===== src/rtl/mouse_pos_tracker.sv =====
// Purpose : assemble PS/2 mouse packets and track an absolute, screen-clamped cursor.
// Latency : outputs and pos_valid update 1 cycle after the rx_valid of the final packet byte.
// Backpres: none; every byte offered on rx_valid is consumed in its own cycle.
//
// Ports
//   clk100MHz          100 MHz system clock
//   rst                synchronous, active-high reset
//   rx_data/rx_valid   byte strobe from the PS/2 receiver
//   rx_err             receiver parity/framing error strobe; drops any partial packet
//   xpos/ypos          cursor position, 0..X_MAX / 0..Y_MAX, Y grows downwards
//   left/right/middle  button states from the last complete packet
//   wheel              signed wheel delta of the last packet (0 unless MOUSE_WHEEL_EN)
//   pos_valid          one-cycle strobe, outputs were just updated
//
// Build option: define MOUSE_WHEEL_EN for 4-byte IntelliMouse packets
// (extra wheel byte). Without it, packets are the standard 3 bytes and
// wheel is tied to zero. The port list is the same in both builds.

module mouse_pos_tracker #(
    parameter int X_MAX          = 1279,
    parameter int Y_MAX          = 719,
    parameter int X_INIT         = 640,
    parameter int Y_INIT         = 360,
    parameter int TIMEOUT_CYCLES = 200000
) (
    input  logic        clk100MHz,
    input  logic        rst,
    input  logic [7:0]  rx_data,
    input  logic        rx_valid,
    input  logic        rx_err,
    output logic [11:0] xpos,
    output logic [11:0] ypos,
    output logic        left,
    output logic        right,
    output logic        middle,
    output logic [3:0]  wheel,
    output logic        pos_valid
);

    localparam int CNT_W = (TIMEOUT_CYCLES > 2) ? $clog2(TIMEOUT_CYCLES) : 1;
    localparam logic [CNT_W-1:0] CNT_LAST = CNT_W'(TIMEOUT_CYCLES - 1);

    localparam logic signed [13:0] X_MAX_S = 14'(X_MAX);
    localparam logic signed [13:0] Y_MAX_S = 14'(Y_MAX);

    // Byte-position states of the packet assembler.
    localparam logic [1:0] ST_B0 = 2'd0;
    localparam logic [1:0] ST_B1 = 2'd1;
    localparam logic [1:0] ST_B2 = 2'd2;
`ifdef MOUSE_WHEEL_EN
    localparam logic [1:0] ST_B3 = 2'd3;
`endif

    logic [1:0]       state;
    logic [CNT_W-1:0] idle_cnt;

    // Header fields kept from byte 0 (bit 3 is only the sync marker).
    logic [2:0]       hdr_btn;
    logic             hdr_xs;
    logic             hdr_ys;
    logic             hdr_xo;
    logic             hdr_yo;
    logic [7:0]       dx_lo;

`ifdef MOUSE_WHEEL_EN
    logic [7:0]       dy_lo;
    logic [3:0]       wheel_q;
`endif

    logic             accept;
    logic             last_byte;
    logic             update;
    logic [7:0]       dy_byte;

    logic signed [8:0]  dx9;
    logic signed [8:0]  dy9;
    logic signed [13:0] nx;
    logic signed [13:0] ny;
    logic [11:0]        x_new;
    logic [11:0]        y_new;

    // A byte counts only without a simultaneous error; in B0 it must also
    // carry the sync bit, so stray bytes never start a packet.
    assign accept = rx_valid && !rx_err && ((state != ST_B0) || rx_data[3]);

`ifdef MOUSE_WHEEL_EN
    assign last_byte = (state == ST_B3);
    assign dy_byte   = dy_lo;
`else
    // In the 3-byte build the Y byte is still on the bus when the update
    // fires, so it is used straight from rx_data instead of being stored.
    assign last_byte = (state == ST_B2);
    assign dy_byte   = rx_data;
`endif

    assign update = accept && last_byte;

    // Delta decode and clamped position update. Everything is done in
    // 14-bit signed so xpos+255 and ypos+256 cannot wrap before clamping.
    always_comb begin
        dx9 = hdr_xo ? 9'sd0 : $signed({hdr_xs, dx_lo});
        dy9 = hdr_yo ? 9'sd0 : $signed({hdr_ys, dy_byte});

        nx = $signed({2'b00, xpos}) + {{5{dx9[8]}}, dx9};
        // PS/2 Y is up-positive, the screen is down-positive.
        ny = $signed({2'b00, ypos}) - {{5{dy9[8]}}, dy9};

        if (nx < 14'sd0) begin
            x_new = 12'd0;
        end else if (nx > X_MAX_S) begin
            x_new = 12'(X_MAX);
        end else begin
            x_new = nx[11:0];
        end

        if (ny < 14'sd0) begin
            y_new = 12'd0;
        end else if (ny > Y_MAX_S) begin
            y_new = 12'(Y_MAX);
        end else begin
            y_new = ny[11:0];
        end
    end

    // Packet assembler and inter-byte timeout. An error always wins; an
    // accepted byte wins over a timeout expiring in the same cycle.
    always_ff @(posedge clk100MHz) begin
        if (rst) begin
            state    <= ST_B0;
            idle_cnt <= '0;
            hdr_btn  <= 3'd0;
            hdr_xs   <= 1'b0;
            hdr_ys   <= 1'b0;
            hdr_xo   <= 1'b0;
            hdr_yo   <= 1'b0;
            dx_lo    <= 8'd0;
`ifdef MOUSE_WHEEL_EN
            dy_lo    <= 8'd0;
`endif
        end else if (rx_err) begin
            state    <= ST_B0;
            idle_cnt <= '0;
        end else if (accept) begin
            idle_cnt <= '0;
            case (state)
                ST_B0: begin
                    hdr_btn <= rx_data[2:0];
                    hdr_xs  <= rx_data[4];
                    hdr_ys  <= rx_data[5];
                    hdr_xo  <= rx_data[6];
                    hdr_yo  <= rx_data[7];
                    state   <= ST_B1;
                end
                ST_B1: begin
                    dx_lo <= rx_data;
                    state <= ST_B2;
                end
`ifdef MOUSE_WHEEL_EN
                ST_B2: begin
                    dy_lo <= rx_data;
                    state <= ST_B3;
                end
`endif
                default: begin
                    // Final byte: the update itself happens in the output block.
                    state <= ST_B0;
                end
            endcase
        end else if (state == ST_B0) begin
            idle_cnt <= '0;
        end else if (idle_cnt == CNT_LAST) begin
            // Partial packet went stale: drop it without updating.
            state    <= ST_B0;
            idle_cnt <= '0;
        end else begin
            idle_cnt <= idle_cnt + CNT_W'(1);
        end
    end

    // Registered outputs; they hold between packets.
    always_ff @(posedge clk100MHz) begin
        if (rst) begin
            xpos      <= 12'(X_INIT);
            ypos      <= 12'(Y_INIT);
            left      <= 1'b0;
            right     <= 1'b0;
            middle    <= 1'b0;
            pos_valid <= 1'b0;
        end else begin
            pos_valid <= update;
            if (update) begin
                xpos   <= x_new;
                ypos   <= y_new;
                left   <= hdr_btn[0];
                right  <= hdr_btn[1];
                middle <= hdr_btn[2];
            end
        end
    end

`ifdef MOUSE_WHEEL_EN
    always_ff @(posedge clk100MHz) begin
        if (rst) begin
            wheel_q <= 4'd0;
        end else if (update) begin
            wheel_q <= rx_data[3:0];
        end
    end

    assign wheel = wheel_q;
`else
    assign wheel = 4'd0;
`endif

endmodule


===== config.mk =====
export PLATFORM = sky130hd
export DESIGN_NAME = mouse_pos_tracker
export DESIGN_NICKNAME = d
export VERILOG_FILES = /design/src/rtl/mouse_pos_tracker.sv
export SDC_FILE = /design/constraint.sdc
export NUM_CORES = 1
export LEC_CHECK = 0
export ABC_CLOCK_PERIOD_IN_PS = 2700
export CORE_MARGIN = 3
export CORE_UTILIZATION = 29
export CTS_CLUSTER_DIAMETER = 80
export DETAILED_ROUTE_END_ITERATION = 8
export GPL_TIMING_DRIVEN = 0
export PLACE_DENSITY_LB_ADDON = 0.1
export SKIP_LAST_GASP = 1
export SLEW_MARGIN = 20
export SYNTH_ARGS = -nofsm -noshare
export SYNTH_HDL_FRONTEND = slang
export SYNTH_SLANG_ARGS = --single-unit

===== constraint.sdc =====
create_clock -name clk100MHz -period 2.7 [get_ports clk100MHz]
set_input_delay 0.54 -clock clk100MHz [delete_from_list [all_inputs] [get_ports clk100MHz]]
set_output_delay 0.54 -clock clk100MHz [all_outputs]
set_load 0.02 [all_outputs]

==> summary.txt <==
Status
  – Status: finished with violations
  – Failing checks: setup timing

Synthesis
  – Flops & latches, synth: 63
  – Synth area leaders: dfxtp_1, ha_1, nor2_1, a21oi_1, xnor2_1
  – Number of synthesized flops with an enable pin: 0
  – Dominant cell type by area after synthesis: dfxtp_1
  – Synth Warn #: 0
  – Register area share after synthesis: 32.1%
  – Top FF cell, synth: dfxtp_1
  – Post-Synthesis Cells: 463
  – Mapped Area: 3940 um2
  – Post-Syn Area per Cell: 8.50 um2
  – Netlist cell types: 59
  – Asr flop ratio synth: 0%
  – Yosys top cell area share: 32.1%

Route
  – Total number of vias: 3516
  – First DRT Iteration DRCs: 136
  – Via density per instance: 4.97
  – Residual DRC count: 0
  – Drt wl/cell: 15.5 um
  – Routed wire length: 11.0 mm
  – Final antenna-violating net count: 0
  – First-pass DRT Iterations: 4

Floorplanning
  – Core Area: 12900 um2
  – IO Pins: 44
  – Width of the die: 122 um
  – Die H: 122 um
  – Rows: 41
  – Initial core utilization: 30.4%
  – Die area: 15000 um2

Setup path
  – CP bufs+invs: 2
  – Critical path type: reg -> reg
  – Worst r2r src: hdr_xo$_SDFFE_PP0P_
  – Cells on worst reg2reg path: 13
  – Worst Setup SP: hdr_xo$_SDFFE_PP0P_
  – CP peak stage delay: 0.43 ns
  – R2r setup slk: -0.23 ns
  – Worst Setup EP: xpos[5]$_SDFFE_PP0P_
  – Worst EP required: 2.93 ns
  – FF-to-FF End: xpos[5]$_SDFFE_PP0P_
  – Critical Path End Type: flip-flop
  – CP startpoint kind: flip-flop
  – CP top delay family: compound AO/OA/AOI/OAI gates
  – Cells along the critical path: nor2b_4 > ha_4 > inv_2 > fa_2 > and2b_1 > o211ai_1 > or4_1 > o21ai_1 > a211oi_2 > o221ai_2 > buf_6 > a31oi_1 > a21o_1
  – Max FO, Critical Path: 8
  – CP Data Arrival Time: 3.16 ns
  – Critical path's slowest cell: or4_1
  – Levels on crit path: 13

Timing
  – RSZ-0062 raised after global routing: yes
  – Final hold violation count: 0
  – Worst Skew: 0.00376 ns
  – Final worst setup slack: -0.226 ns
  – FMAX: 0.342 GHz
  – Period minus WS final: 2.93 ns
  – Setup tns final: -2.06 ns
  – Setup violators final: 14
  – Slew margin rel.: 49.4%
  – Slew @ Worst Pin: 0.759 ns
  – Final period util: 108%
  – Slew Viols, Final: 0

Global routing
  – GRT Overall Usage: 15.1%
  – First-pass GRT wire length: 17.7 mm
  – Grt total ovfl: 0
  – Vias in the first global route: 3427
  – Antenna violations before repair: 2
  – Largest net degree at the start of global routing: 13

CTS
  – Worst skew pair latency: 0.33 ns
  – CTS root buf: clkbuf_16
  – Total CTS buffers: 9
  – CTS sink count: 63
  – Worst-path clk slew: 0.06 ns
  – CTS tree: yes
  – Max H-tree Level: 3
  – CTS Buffer Depth: 2

Power and ir drop
  – Pwr Total: 0.00262 W
  – Leakage Power: 2.08 nW
  – PD cells: 474 nW/um2
  – Peak VDD IR: 0.000264 V

Placement
  – GPL Wtd Cong: 0.827
  – Post-DP HPWL: 7.60 mm
  – Dpl ws: -1.09 ns
  – # port buffers: 38

Finish
  – Area Growth Syn to Fin: 40.5%
  – Share of layout cells above drive strength 1: 25.9%
  – Multi-input logic area: 2940 um2
  – NumNets Final: 566
  – Number of fill cells in the layout: 1323
  – Register area: 1270 um2

Run
  – Max_cap viols: 0

Min path
  – Worst Hold Class: reg -> reg
## layout make-up
cell class                      instances  share of cell area, %
Tap cell                              172                   3.89
Timing Repair Buffer                   57                   9.53
Buffer                                 19                   3.12
Multi-Input combinational cell        363                   53.1
Clock inverter                          7                   2.17
Inverter                               15                   1.02
Clock buffer                            9                   4.07
Sequential cell                        63                   23.0
Antenna cell                            2                 0.0905
## sequential cells by signal, summed over array words and instances (netlist names)
register,count
right,1
hdr_xo,1
pos_valid,1
ypos,12
dx_lo,8
hdr_xs,1
middle,1
hdr_btn,3
idle_cnt,18
state,2
hdr_ys,1
xpos,12
left,1
hdr_yo,1
## synth_stat cells, drive strengths merged, types with 3 or more instances
master,count
nand2b,9
or2b,3
o21a,15
nor2,49
a31oi,12
nand3,8
nor4,6
xor2,12
nand3b,3
inv,15
a21oi,30
and2b,3
dfxtp,63
nor2b,13
clkbuf,19
a211oi,6
buf,6
o211ai,4
and2,4
or3,3
and3,6
mux2i,11
a311oi,3
o221ai,3
nand4,7
o21ai,17
a21o,11
nor3,14
xnor2,17
nand2,39
a221oi,3
ha,24
## worst reg2reg max path: cells and delay by family (launching register included)
family	cells	cell delay (ns)
AOI/OAI and AO/OA	6	0.95
and+or+nand+nor	3	0.80
adders and majority gates	2	0.48
DFF	1	0.37
buffers and inverters	2	0.22
## placed cells by master, fill, tap and decap left out, drive strengths merged, types with 6 or more instances in the layout
cell type	count
dfxtp	63
nor2	49
nand2	39
clkdlybuf4s50	30
a21oi	30
buf	27
ha	24
clkbuf	23
xnor2	17
o21ai	17
inv	16
o21a	15
nor3	14
nor2b	13
xor2	12
a31oi	12
a21o	11
mux2i	11
nand2b	9
nand3	8
nand4	7
and3	6
a211oi	6
nor4	6
## power breakdown
part | internal (W) | switching (W)
clock network | 0.000905 | 0.000460
registers | 0.000934 | 0.00000588
logic | 0.000151 | 0.000168
## timing repair
item | in CTS | in global routing
gates cloned | 2 | 0
hold buffers | 0 | 0
pin swaps | 18 | 24
gates resized for setup | 68 | 55
setup endpoints to repair | 21 | 21
buffers inserted | 12 | 5
## per-stage QoR
| stage | cell area (um2) | instances | hold WS [ns] | util (%) |
|---|---|---|---|---|
| 3_3_place_gp | 4580 | 676 | 0.441 | 35.4 |
| 5_1_grt | 5520 | 705 | 0.477 | 42.7 |
| 6_report | 5530 | 707 | 0.454 | 42.8 |
| 2_1_floorplan | 3980 | 466 | 0.426 | - |
| 4_1_cts | 5250 | 701 | 0.456 | 40.6 |
| 3_5_place_dp | 4580 | 676 | 0.448 | 35.4 |
## how the worst min path moves through the flow
stage / start / to / slack, ns / cells past startpoint
detailed placement: dx_lo[6]$_SDFFE_PP0P_ / dx_lo[6]$_SDFFE_PP0P_ / 0.45 / 2
global route: dx_lo[4]$_SDFFE_PP0P_ / dx_lo[4]$_SDFFE_PP0P_ / 0.48 / 2
floorplan: idle_cnt[0]$_SDFF_PP0_ / idle_cnt[0]$_SDFF_PP0_ / 0.43 / 1
global placement: dx_lo[7]$_SDFFE_PP0P_ / dx_lo[7]$_SDFFE_PP0P_ / 0.44 / 2
CTS: dx_lo[6]$_SDFFE_PP0P_ / dx_lo[6]$_SDFFE_PP0P_ / 0.46 / 2
finish: dx_lo[7]$_SDFFE_PP0P_ / dx_lo[7]$_SDFFE_PP0P_ / 0.45 / 2
## per-layer routing
metal | global-route usage, % | routed length (um)
met3 | 3.27 | 437
met4 | 6.23 | 206
met2 | 23.1 | 4890
met1 | 20.7 | 5420
met5 | 0 | 0
## logic make-up (layout without fill, tap and decap cells)
| family | after synthesis | after routing | synth area share (%) |
|---|---|---|---|
| AND/OR/NAND/NOR | 177 | 177 | 23.0 |
| AO/OA/AOI/OAI | 115 | 115 | 20.4 |
| flip-flops | 63 | 63 | 32.1 |
| buffers and inverters | 40 | 107 | 6.36 |
| XOR/XNOR | 29 | 29 | 6.45 |
| adder cells (fa/ha/maj) | 26 | 26 | 8.65 |
| multiplexers | 12 | 12 | 3.08 |
| other | 1 | 6 | 0.0953 |
No activity file was read; power rests on OpenSTA's default activity.
